`config.mk`:
```
export PLATFORM = sky130hd
export DESIGN_NAME = vga_fb_arbiter_flat
export DESIGN_NICKNAME = d
export VERILOG_FILES = /design/src/rtl/vga_fb_arbiter_if.sv /design/src/rtl/vga_fb_arbiter.sv /design/src/flat_wrapper.sv
export SDC_FILE = /design/constraint.sdc
export NUM_CORES = 1
export LEC_CHECK = 0
export BUFFER_PORTS_ARGS = -buffer_cell sky130_fd_sc_hd__buf_2
export CORE_MARGIN = 1
export CORE_UTILIZATION = 57
export CTS_BUF_LIST = sky130_fd_sc_hd__clkbuf_4
export CTS_CLUSTER_DIAMETER = 80
export DETAILED_ROUTE_END_ITERATION = 8
export HOLD_SLACK_MARGIN = 0.05
export PLACE_DENSITY_LB_ADDON = 0.1
export SYNTH_ARGS = -nofsm -noshare
export SYNTH_HDL_FRONTEND = slang
export SYNTH_SLANG_ARGS = --single-unit
```
`constraint.sdc`:
```
create_clock -name iVGA_CLK -period 5.29 [get_ports iVGA_CLK]
set_input_delay 0.2645 -clock iVGA_CLK [delete_from_list [all_inputs] [get_ports iVGA_CLK]]
set_output_delay 0.2645 -clock iVGA_CLK [all_outputs]
set_load 0.1 [all_outputs]
```
`src/rtl/vga_fb_arbiter_if.sv`:
```
// Host pixel-write channel into the frame-buffer arbiter.
// The host side drives the request; the arbiter answers with ready.
interface vga_fb_arbiter_if #(
  parameter int ADDR_W = 19,
  parameter int DATA_W = 8
);
  logic              iWR_VALID;
  logic [ADDR_W-1:0] iWR_ADDR;
  logic [DATA_W-1:0] iWR_DATA;
  logic              oWR_READY;

  modport master (
    output iWR_VALID,
    output iWR_ADDR,
    output iWR_DATA,
    input  oWR_READY
  );

  modport slave (
    input  iWR_VALID,
    input  iWR_ADDR,
    input  iWR_DATA,
    output oWR_READY
  );
endinterface

```
`src/rtl/vga_fb_arbiter.sv`:
```
// Single-port frame-buffer arbiter: VGA scan owns the RAM during active video,
// buffered host writes are committed one per cycle during blanking.
module vga_fb_arbiter #(
  parameter int ADDR_W     = 19,
  parameter int DATA_W     = 8,
  parameter int FIFO_DEPTH = 4
) (
  input  logic                          iVGA_CLK,
  input  logic                          iRST_n,
  input  logic                          iBLANK_n,
  input  logic                          iHS,
  input  logic                          iVS,
  vga_fb_arbiter_if.slave               wrBus,
  output logic [ADDR_W-1:0]             oMEM_ADDR,
  output logic [DATA_W-1:0]             oMEM_DATA,
  output logic                          oMEM_WE,
  output logic                          oFRAME_START,
  output logic [$clog2(FIFO_DEPTH):0]   oPENDING
);

  localparam int PTR_W = $clog2(FIFO_DEPTH);
  localparam int CNT_W = PTR_W + 1;

  logic [ADDR_W-1:0] scanAddr;
  logic [CNT_W-1:0]  count;
  logic [PTR_W-1:0]  wrPtr;
  logic [PTR_W-1:0]  rdPtr;
  logic              vsD;
  logic              wrReady;
  logic              doPush;
  logic              doPop;

  logic [ADDR_W-1:0] fifoAddr [FIFO_DEPTH];
  logic [DATA_W-1:0] fifoData [FIFO_DEPTH];

  // A full FIFO refuses a push even when it pops in the same cycle.
  assign wrReady         = (count < CNT_W'(FIFO_DEPTH)) && iRST_n;
  assign wrBus.oWR_READY = wrReady;
  assign doPush          = wrBus.iWR_VALID && wrReady;
  assign doPop           = !iBLANK_n && (count != '0);
  assign oPENDING        = count;

  always_ff @(posedge iVGA_CLK or negedge iRST_n) begin
    if (!iRST_n) begin
      scanAddr <= '0;
    end else if (!iHS && !iVS) begin
      scanAddr <= '0;
    end else if (iBLANK_n) begin
      scanAddr <= scanAddr + ADDR_W'(1);
    end
  end

  always_ff @(posedge iVGA_CLK) begin
    if (doPush) begin
      fifoAddr[wrPtr] <= wrBus.iWR_ADDR;
      fifoData[wrPtr] <= wrBus.iWR_DATA;
    end
  end

  always_ff @(posedge iVGA_CLK or negedge iRST_n) begin
    if (!iRST_n) begin
      wrPtr <= '0;
      rdPtr <= '0;
      count <= '0;
    end else begin
      if (doPush) wrPtr <= wrPtr + PTR_W'(1);
      if (doPop)  rdPtr <= rdPtr + PTR_W'(1);
      case ({doPush, doPop})
        2'b10:   count <= count + CNT_W'(1);
        2'b01:   count <= count - CNT_W'(1);
        default: count <= count;
      endcase
    end
  end

  // Frame start is registered so it lands one cycle after iVS is seen falling.
  always_ff @(posedge iVGA_CLK or negedge iRST_n) begin
    if (!iRST_n) begin
      vsD          <= 1'b1;
      oFRAME_START <= 1'b0;
    end else begin
      vsD          <= iVS;
      oFRAME_START <= vsD && !iVS;
    end
  end

  always_comb begin
    oMEM_ADDR = scanAddr;
    oMEM_DATA = '0;
    oMEM_WE   = 1'b0;
    if (doPop) begin
      oMEM_ADDR = fifoAddr[rdPtr];
      oMEM_DATA = fifoData[rdPtr];
      oMEM_WE   = 1'b1;
    end
  end

endmodule

```
`src/flat_wrapper.sv`:
```
// flat-port wrapper written by rule: the top's interface ports become plain ports
module vga_fb_arbiter_flat 
#(
  parameter int ADDR_W     = 19,
  parameter int DATA_W     = 8,
  parameter int FIFO_DEPTH = 4
)
  (iVGA_CLK, iRST_n, iBLANK_n, iHS, iVS, oMEM_ADDR, oMEM_DATA, oMEM_WE, oFRAME_START, oPENDING, wrBus_iWR_VALID, wrBus_iWR_ADDR, wrBus_iWR_DATA, wrBus_oWR_READY);
  vga_fb_arbiter_if #(.ADDR_W(ADDR_W), .DATA_W(DATA_W)) wrBus_i ();
  input  logic iVGA_CLK;
  input  logic iRST_n;
  input  logic iBLANK_n;
  input  logic iHS;
  input  logic iVS;
  output logic [ADDR_W-1:0] oMEM_ADDR;
  output logic [DATA_W-1:0] oMEM_DATA;
  output logic oMEM_WE;
  output logic oFRAME_START;
  output logic [$clog2(FIFO_DEPTH):0] oPENDING;
  input wire logic [$bits(wrBus_i.iWR_VALID)-1:0] wrBus_iWR_VALID;
  input wire logic [$bits(wrBus_i.iWR_ADDR)-1:0] wrBus_iWR_ADDR;
  input wire logic [$bits(wrBus_i.iWR_DATA)-1:0] wrBus_iWR_DATA;
  output wire logic [$bits(wrBus_i.oWR_READY)-1:0] wrBus_oWR_READY;
  assign wrBus_i.iWR_VALID = wrBus_iWR_VALID;
  assign wrBus_i.iWR_ADDR = wrBus_iWR_ADDR;
  assign wrBus_i.iWR_DATA = wrBus_iWR_DATA;
  assign wrBus_oWR_READY = wrBus_i.oWR_READY;
  vga_fb_arbiter #(.ADDR_W(ADDR_W), .DATA_W(DATA_W), .FIFO_DEPTH(FIFO_DEPTH)) u_core (.iVGA_CLK(iVGA_CLK), .iRST_n(iRST_n), .iBLANK_n(iBLANK_n), .iHS(iHS), .iVS(iVS), .wrBus(wrBus_i), .oMEM_ADDR(oMEM_ADDR), .oMEM_DATA(oMEM_DATA), .oMEM_WE(oMEM_WE), .oFRAME_START(oFRAME_START), .oPENDING(oPENDING));
endmodule
```
Word level (Yosys, flattened, before mapping)
Memory sizes are Yosys's and may differ from the RTL's.
Cells that the tools add are included.
{ "word_totals": {"inputBits": 33, "n_memories": 2, "regBits": 28, "ramBits": 108, "output_inout_bits": 33, "elab_cells": 35} }
{ "mem_list": {"columns": ["name", "words", "width", "rd", "rd_clocked_by_memory_dff", "write_ports", "line_no", "source"], "rows": [
  ["u_core.fifoAddr", 4, 19, 1, 0, 1, "vga_fb_arbiter.sv:33", "logic [ADDR_W-1:0] fifoAddr [FIFO_DEPTH];"],
  ["u_core.fifoData", 4, 8, 1, 0, 1, "vga_fb_arbiter.sv:34", "logic [DATA_W-1:0] fifoData [FIFO_DEPTH];"]
]} }
{ "op_classes": {"n_eq_ne": 2, "add_sub_neg": 5, "mux": 8, "reduce_logical": 11, "n_lt_le_gt_ge": 1} }
{ "op_table": {"columns": ["cell", "n"], "rows": [
  ["19-bit two-way mux", 3],
  ["19-bit by 1-bit adder with 19-bit output (second input constant)", 1],
  ["8-bit two-way mux", 1],
  ["3-bit case mux with 2 select lines", 1],
  ["1-bit logical AND", 5],
  ["2-bit by 1-bit adder with 2-bit output (second input constant)", 2],
  ["2-bit nonzero test", 2],
  ["3-bit by 1-bit adder with 3-bit output (second input constant)", 1],
  ["1-bit logical NOT", 3],
  ["3-bit less-than comparator (second input constant)", 1],
  ["1-bit two-way mux", 3],
  ["3-bit nonzero test", 1],
  ["3-bit by 1-bit subtractor with 3-bit output (second input constant)", 1],
  ["2-bit by 1-bit == test with 1-bit output (second input constant)", 1],
  ["2-bit == test (second input constant)", 1]
]} }

Depth between registers and ports, before layout
Gate-level depths: netlist of run 1.
{ "depth": {"depth_word": 5, "ltp_mapped": 9, "ltp_nobuf": 9} }

Worst setup path before layout of run 1
Ideal clock, no wire load.
{ "synth_timing": {"kind": "reg2reg", "start": "register u_core.count[2], in the netlist u_core.oPENDING[2]", "end": "register u_core.count[2], in the netlist u_core.oPENDING[2]", "path_buffers": 0, "synth_period_minus_slack_ns": 3.673, "path_stages_with_launch": 10, "slack_ns": 1.617, "setup_ns": 0.163, "t_required_ns": 5.127, "arrival_ns": 3.510, "cell_sequence": "dfrtp_1 -> nor2b_1 -> and2_1 -> inv_1 -> ha_1 -> inv_1 -> fa_1 -> xor2_1 -> nor2_1 -> xor2_1"} }
{ "synth_via": {"elab_chain_cells": 5, "elab_cells_between_ends": 11, "cone_classes": "2 x add/sub; 1 x order compare; 2 x eq/ne; 1 x mux; 5 x reduce/logical"} }
{ "synth_rtl": {"columns": ["item", "line_no", "source"], "rows": [
  ["start, declared", "vga_fb_arbiter.sv:25", "logic [CNT_W-1:0] count;"],
  ["start signal, assigned", "vga_fb_arbiter.sv:69", "2'b10: count <= count + CNT_W'(1);"],
  ["start signal, assigned", "vga_fb_arbiter.sv:70", "2'b01: count <= count - CNT_W'(1);"],
  ["start signal, assigned", "vga_fb_arbiter.sv:71", "default: count <= count;"],
  ["3-bit less-than comparator *", "vga_fb_arbiter.sv:37", "assign wrReady = (count < CNT_W'(FIFO_DEPTH)) && iRST_n;"],
  ["1-bit logical AND *", "vga_fb_arbiter.sv:37", null],
  ["named net wrBus_oWR_READY", "flat_wrapper.sv:23", "output wire logic [$bits(wrBus_i.oWR_READY)-1:0] wrBus_oWR_READY;"],
  ["1-bit logical AND *", "vga_fb_arbiter.sv:39", "assign doPush = wrBus.iWR_VALID && wrReady;"],
  ["2-bit by 1-bit == test with 1-bit output or 2-bit == test (tied branches)", "vga_fb_arbiter.sv:68", "case ({doPush, doPop})"],
  ["3-bit case mux with 2 select lines or 2-bit nonzero test (tied branches)", null, null]
]} }
The timed path passes the listed nets; every way through them passes the cells marked *.
A chain may end at the register's enable or synchronous reset.

Worst setup path after layout of run 1
{ "layout_timing": {"start": "register u_core.rdPtr[0]", "end": "output oMEM_ADDR[15]"} }
{ "layout_via": {"elab_chain_cells": 2} }
{ "layout_rtl": {"columns": ["item", "line_no", "source"], "rows": [
  ["start, declared", "vga_fb_arbiter.sv:27", "logic [PTR_W-1:0] rdPtr;"],
  ["start signal, assigned", "vga_fb_arbiter.sv:67", "if (doPop) rdPtr <= rdPtr + PTR_W'(1);"],
  ["memory 4 x 19 bit", null, null],
  ["19-bit two-way mux", "vga_fb_arbiter.sv:91", "if (doPop) begin"],
  ["end, declared", "flat_wrapper.sv:15", "output logic [ADDR_W-1:0] oMEM_ADDR;"]
]} }
Every way passes these cells.

==> impl_metrics.env, run 1 <==
export IMPL_hold_buffers=29
export IMPL_grt_max_degree=32
export IMPL_finalSetupViolCount=0
export IMPL_yosys_area_top_type="edfxtp_1"
export IMPL_synth_common_cells="edfxtp_1, dfrtp_1, mux4_2"
export IMPL_fin_nets=455
export IMPL_critPathSlowestCell="dfrtp_2"
export IMPL_ioPinCount=66
export IMPL_critPathKind="flip-flop to primary output"
export IMPL_grt_util_all_layers_pct=22.33
export IMPL_ant_nets=0
export IMPL_fmax_mhz=333.8
export IMPL_fin_tns_setup_ns=0
export IMPL_worst_pin_slew_ns=0.9992
export IMPL_critical_path_arrival_ns=2.73
export IMPL_dr_first_iter_drc_count=140
export IMPL_synth_seq_area_share_pct=70.52
export IMPL_cts_buffers=17
export IMPL_htree_levels=4
export IMPL_ff2ff_setup_slack_ns=3.11
export IMPL_core_area_sq_um=9371
export IMPL_ys_types=34
export IMPL_hold_class="input port to flip-flop"
export IMPL_cts_tree="yes"
export IMPL_overflow=0
export IMPL_worstSkewPairLatency_ns=0.50
export IMPL_fp_dieH_microns=101.1
export IMPL_syn_num_nets=348
export IMPL_synth_area_leaders="edfxtp_1, dfrtp_1, mux4_2, mux2_2, xor2_1"
export IMPL_synth_edff_count=108
export IMPL_fill_cells=646
export IMPL_syn_area_per_cell_sq_um=18.16
export IMPL_power_density_nw_per_um2=518.9
export IMPL_stdcell_count=557
export IMPL_grt_antenna_before_repair=0
export IMPL_rsz0062_at_grt="false"
export IMPL_n_antenna_cell=0
export IMPL_vias_per_cell=5.417
export IMPL_hpwl_mm=6.167
export IMPL_cp_start_kind="flip-flop"
export IMPL_ys_seq_elements=136
export IMPL_synthArstFlopShare_pct=20.59
export IMPL_clkSinkCount=136
export IMPL_yosysMostFrequentCell="edfxtp_1"
export IMPL_fp_row_count=35
export IMPL_grt_pass1_vias=3164
export IMPL_crit_family="flip-flops"
export IMPL_crit_reg2reg_launch="u_core.oPENDING[0]"
export IMPL_worstPathCellList="mux4_2, mux2_2, buf_2"
export IMPL_dieArea_sq_um=10210
export IMPL_drtPass1Iterations=4
export IMPL_timing_rr_end="u_core.oPENDING[2]"
export IMPL_dp_cells=496
export IMPL_finalClockSkew_ns=0.008256
export IMPL_initial_core_util_pct=59.69
export IMPL_place_ws_ns=2.701
export IMPL_path_depth=3
export IMPL_irDropWorstVdd_mv=0.3625
export IMPL_postLayoutCoreUtil_pct=70.73
export IMPL_critical_path_endpoint_type="primary output"
export IMPL_critPathBufInv=1
export IMPL_post_route_period_util_pct=56.63
export IMPL_period_needed_ns=2.996
export IMPL_hold_ws_ns=0.1063
export IMPL_place_gp_congestion=0.7161
export IMPL_cts_path_max_buffers=2
export IMPL_critPathMaxStageDelay_ns=1.05
export IMPL_cp_max_fo=29
export IMPL_root_buffer="clkbuf_4"
export IMPL_synth_cells=308
export IMPL_synth_area_sq_um=5594
export IMPL_synth_top_area_share_pct=57.97
export IMPL_slew_violations=0
export IMPL_slew_headroom_pct=33.39
export IMPL_num_vias=3017
export IMPL_layout_drive_gt1_share_pct=36.45
export IMPL_setup_slack_ns=2.294
export IMPL_required_ns=5.03
export IMPL_cts_setup_buffers=0
export IMPL_ys_flop_type="edfxtp_1"
export IMPL_dieWidth_microns=101.1
export IMPL_hold_viol=0
export IMPL_timing_critical_path_from="u_core.rdPtr[0]"
export IMPL_rr_worst_depth=9
export IMPL_area_growth_pct=18.50
export IMPL_total_leakage_power_nw=2.480
export IMPL_clkTransAtPathRegs_ns=0.12
export IMPL_crit_end="oMEM_ADDR[15]"
export IMPL_cts_resized=0
export IMPL_drt_total_wl_mm=10.11
export IMPL_cap_viol_max_count=0
export IMPL_status="finished, final reports clean"
export IMPL_grt_pass1_wl_mm=16.25
export IMPL_port_buffers=65
export IMPL_drc_errors=0
export IMPL_yosys_warnings=0
export IMPL_wl_per_cell_microns=18.15
[power by group]
group / total (mW) / internal, mW / switching (mW) / leakage (nW)
clock: 0.668 / 0.288 / 0.380 / 0.143
sequential: 1.39 / 1.26 / 0.134 / 1.34
combinational: 1.38 / 0.402 / 0.978 / 0.995
[tightest hold or removal path: cells and delay by family]
family                 cells  cell delay [ns]
buffers and inverters      1             0.10
AO/OA/AOI/OAI              1             0.09
multiplexers               1             0.12
[layer usage]
layer	GRT usage (%)	share of wire [%]	vias up
met5	0	0	-
met1	29.47	42	1521
met3	6.865	4.5	8
li1	-	-	1415
met4	5.017	0.71	0
met2	36.84	53	73
[flip-flops by register name, indices dropped and copies added, names as in the netlist]
register	count
u_core.rdPtr	2
u_core.scanAddr	19
u_core.oFRAME_START	1
u_core.wrPtr	2
u_core.vsD	1
u_core.oPENDING	3
u_core.fifoData	32
u_core.fifoAddr	76
[how the worst min path moves through the flow]
stage	endpoint	cells past startpoint	start	slack, ns
after detailed placement	u_core.oFRAME_START	1	iRST_n	0.33
after global routing	u_core.scanAddr[18]	3	iHS	0.06
after global placement	u_core.scanAddr[5]	1	iRST_n	0.32
after floorplan	u_core.oFRAME_START	0	iRST_n	-0.03
final	u_core.scanAddr[18]	3	iHS	0.11
after CTS	u_core.scanAddr[18]	3	iHS	0.07
[logic make-up after synthesis]
| family | after synthesis | share of synthesized area [%] |
|---|---|---|
| muxes | 49 | 15.23 |
| DFF | 136 | 70.52 |
| adders and majority gates | 7 | 1.700 |
| buffers and inverters | 18 | 1.789 |
| and+or+nand+nor | 68 | 6.867 |
| xor gates and xnor gates | 18 | 2.818 |
| AOI/OAI and AO/OA | 12 | 1.073 |
[cell usage in the layout, fill, tap and decap left out, types with 6 or more instances in the layout]
cell type | Yosys | final
o21ai_0 | 7 | 7
and3_1 | 6 | 6
and2_1 | 9 | 9
nand4_1 | 8 | 8
nor2_1 | 16 | 15
clkbuf_4 | 0 | 18
buf_4 | 2 | 6
mux2_2 | 19 | 19
xor2_1 | 11 | 11
nand2_1 | 6 | 6
buf_2 | 6 | 65
dfrtp_1 | 27 | 26
xnor2_1 | 7 | 7
dlygate4sd3_1 | 0 | 29
mux4_2 | 27 | 27
ha_1 | 6 | 6
edfxtp_1 | 108 | 108
inv_1 | 6 | 6
[layout make-up]
class	instances	area, sq um	area share (%)
Sequential cell	136	3946	59.53
Multi-Input combinational cell	154	1551	23.41
Timing Repair Buffer	100	660.6	9.966
Tap cell	129	161.4	2.435
Clock inverter	14	151.4	2.284
Clock buffer	18	135.1	2.039
Inverter	6	22.52	0.3398
[through the flow]
step           power [mW]  instance area [sq um]
6_report            3.440                   6629
5_1_grt             3.604                   6629
4_1_cts             3.480                   6629
3_5_place_dp        2.800                   6052
3_3_place_gp        2.779                   6052
2_1_floorplan       2.577                   5594
Note: power is estimated with default switching activity, not from simulation.
==> run 2, diff against run 1 <==
Settings changed: ABC_AREA set to 1.
Clock period 5.29 ns to 3.1 ns, I/O delays scaled along.
==> impl_metrics.env, run 2 <==
export IMPL_core_area_sq_um=9819
export IMPL_status="finished, final reports clean"
export IMPL_finalSetupViolCount=0
export IMPL_fin_nets=669
export IMPL_finalPower_mw=6.341
export IMPL_cp_max_fo=28
export IMPL_grt_pass1_vias=4034
export IMPL_dp_cells=711
export IMPL_layout_drive_gt1_share_pct=20.87
export IMPL_dieWidth_microns=102.9
export IMPL_yosys_area_top_type="edfxtp_1"
export IMPL_synth_common_cells="edfxtp_1, nor2_1, o21ai_0"
export IMPL_ys_seq_elements=136
export IMPL_synth_cells=525
export IMPL_htree_levels=4
export IMPL_n_antenna_cell=0
export IMPL_cts_buffers=17
export IMPL_ant_nets=0
export IMPL_port_buffers=65
export IMPL_rsz0062_at_grt="false"
export IMPL_grt_util_met1_pct=32.72
export IMPL_power_density_nw_per_um2=919.6
export IMPL_initial_core_util_pct=59.06
export IMPL_critical_path_endpoint_type="primary output"
export IMPL_hold_class="input port to flip-flop"
export IMPL_fmax_mhz=354.7
export IMPL_critical_path_arrival_ns=2.66
export IMPL_fp_row_count=36
export IMPL_grt_antenna_before_repair=0
export IMPL_setup_slack_ns=0.2807
export IMPL_period_needed_ns=2.819
export IMPL_synthArstFlopShare_pct=20.59
export IMPL_ys_flop_type="edfxtp_1"
export IMPL_worst_pin_slew_ns=0.5552
export IMPL_root_buffer="clkbuf_4"
export IMPL_post_route_period_util_pct=90.94
export IMPL_vias_per_cell=5.378
export IMPL_grt_busiest_layer="met2"
export IMPL_stdcell_count=775
export IMPL_synth_seq_area_share_pct=68.03
export IMPL_place_ws_ns=0.9086
export IMPL_fill_cells=753
export IMPL_drc_errors=0
export IMPL_grt_max_degree=57
export IMPL_top_register="u_core.fifoAddr"
export IMPL_fp_dieH_microns=102.9
export IMPL_drtPass1Iterations=5
export IMPL_cts_path_max_buffers=2
export IMPL_largest_reg_flops=76
export IMPL_required_ns=2.94
export IMPL_dr_first_iter_drc_count=197
export IMPL_synth_top_area_share_pct=55.92
export IMPL_overflow=0
export IMPL_clkTransAtPathRegs_ns=0.12
export IMPL_cap_viol_max_count=0
export IMPL_ioPinCount=66
export IMPL_num_vias=4168
export IMPL_yosysMostFrequentCell="edfxtp_1"
export IMPL_syn_num_nets=565
export IMPL_total_leakage_power_nw=2.683
export IMPL_finalClockSkew_ns=0.01557
export IMPL_synth_area_leaders="edfxtp_1, dfrtp_1, nor2_1, o21ai_0, nand2_1"
export IMPL_place_gp_congestion=0.8757
export IMPL_hpwl_mm=7.718
export IMPL_wl_per_cell_microns=16.15
export IMPL_largestRegisters="u_core.fifoAddr: 76 flops, u_core.fifoData: 32 flops, u_core.scanAddr: 19 flops"
export IMPL_rr_worst_depth=8
export IMPL_cp_start_kind="flip-flop"
export IMPL_synth_area_sq_um=5799
export IMPL_worstSkewPairLatency_ns=0.53
export IMPL_clkSinkCount=136
export IMPL_cts_tree="yes"
export IMPL_slew_violations=0
export IMPL_cts_resized=0
export IMPL_hold_ws_ns=0.1722
export IMPL_most_common_layout_cells="edfxtp_1, nor2_1, o21ai_0, nand2_1, buf_2"
export IMPL_hold_viol=0
export IMPL_drt_total_wl_mm=12.52
export IMPL_slew_headroom_pct=62.99
export IMPL_area_growth_pct=18.90
export IMPL_use_met2_pct=43.59
export IMPL_whs_path_depth=3
export IMPL_cts_setup_buffers=0
export IMPL_grt_pass1_wl_mm=19.54
export IMPL_final_common_cell="edfxtp_1"
export IMPL_critPathKind="flip-flop to primary output"
export IMPL_grt_util_all_layers_pct=25.72
export IMPL_yosys_warnings=0
export IMPL_irDropWorstVdd_mv=0.8238
export IMPL_ff2ff_setup_slack_ns=1.03
export IMPL_dieArea_sq_um=10580
export IMPL_gr_usage_met3_pct=6.508
export IMPL_synth_edff_count=108
export IMPL_ys_types=31
export IMPL_syn_area_per_cell_sq_um=11.05
-- run 2: timing repair --
action | 4_1_cts | 5_1_grt
endpoints found under the setup margin | 0 | 0
hold buffers | 32 | 0
endpoints found under the hold margin | 144 | 0
-- run 2: worst paths after layout --
kind | startpoint | end
setup / recovery | u_core.rdPtr[1] | oMEM_ADDR[3]
hold / removal | wrBus_iWR_VALID | u_core.wrPtr[0]
setup reg to reg | u_core.oPENDING[1] | u_core.oPENDING[2]
hold reg to reg | u_core.vsD | u_core.oFRAME_START
max in group asynchronous | iRST_n | u_core.vsD
min in group asynchronous | iRST_n | u_core.scanAddr[8]
-- run 2: stage by stage --
stage	area, sq um	TNS (ns)	utilization (%)
final	6895	0	70.22
after global routing	6895	0	70.22
after CTS	6895	0	70.22
after detailed placement	6280	0	63.95
after global placement	6280	0	63.95
after floorplan	5842	-37.10	-
-- run 2: cell type report --
class / count / area [sq um] / share of cell area [%]
clock buffer: 17 / 127.6 / 1.851
tap: 133 / 166.4 / 2.413
clock inverter: 15 / 167.7 / 2.432
timing repair buffer: 107 / 720.7 / 10.45
sequential: 136 / 3945 / 57.21
inverter: 39 / 146.4 / 2.123
multi-input combinational: 328 / 1622 / 23.52
-- run 2: cell families (layout without fill, tap and decap cells) --
kind of cell | count (synthesis) | in the layout | synth area share [%]
AO/OA/AOI/OAI | 118 | 118 | 10.98
buffers and inverters | 61 | 178 | 4.746
flip-flops | 136 | 136 | 68.03
adder cells (fa/ha/maj) | 7 | 7 | 1.640
XOR/XNOR | 5 | 5 | 0.7551
AND/OR/NAND/NOR | 198 | 198 | 13.85
-- run 2: power by group --
| group | switching (mW) | total, mW | internal (mW) | leakage [nW] |
|---|---|---|---|---|
| combinational | 2.37 | 2.95 | 0.579 | 1.19 |
| clock | 0.685 | 1.18 | 0.494 | 0.149 |
| sequential | 0.0833 | 2.22 | 2.13 | 1.34 |
-- run 2: per-layer routing --
layer	part of all wire [%]	vias to the layer above
li1	-	2017
met1	43	1992
met2	50	147
met3	5.6	12
met4	1.3	0
met5	0	-
-- run 2: worst max-delay path: stages, from the launching register on --
cell     delay (ns)
dfrtp_1        0.53
inv_2          0.44
o21ai_0        0.21
o22ai_1        0.26
nand2_1        0.08
o21ai_0        0.12
buf_2          0.48
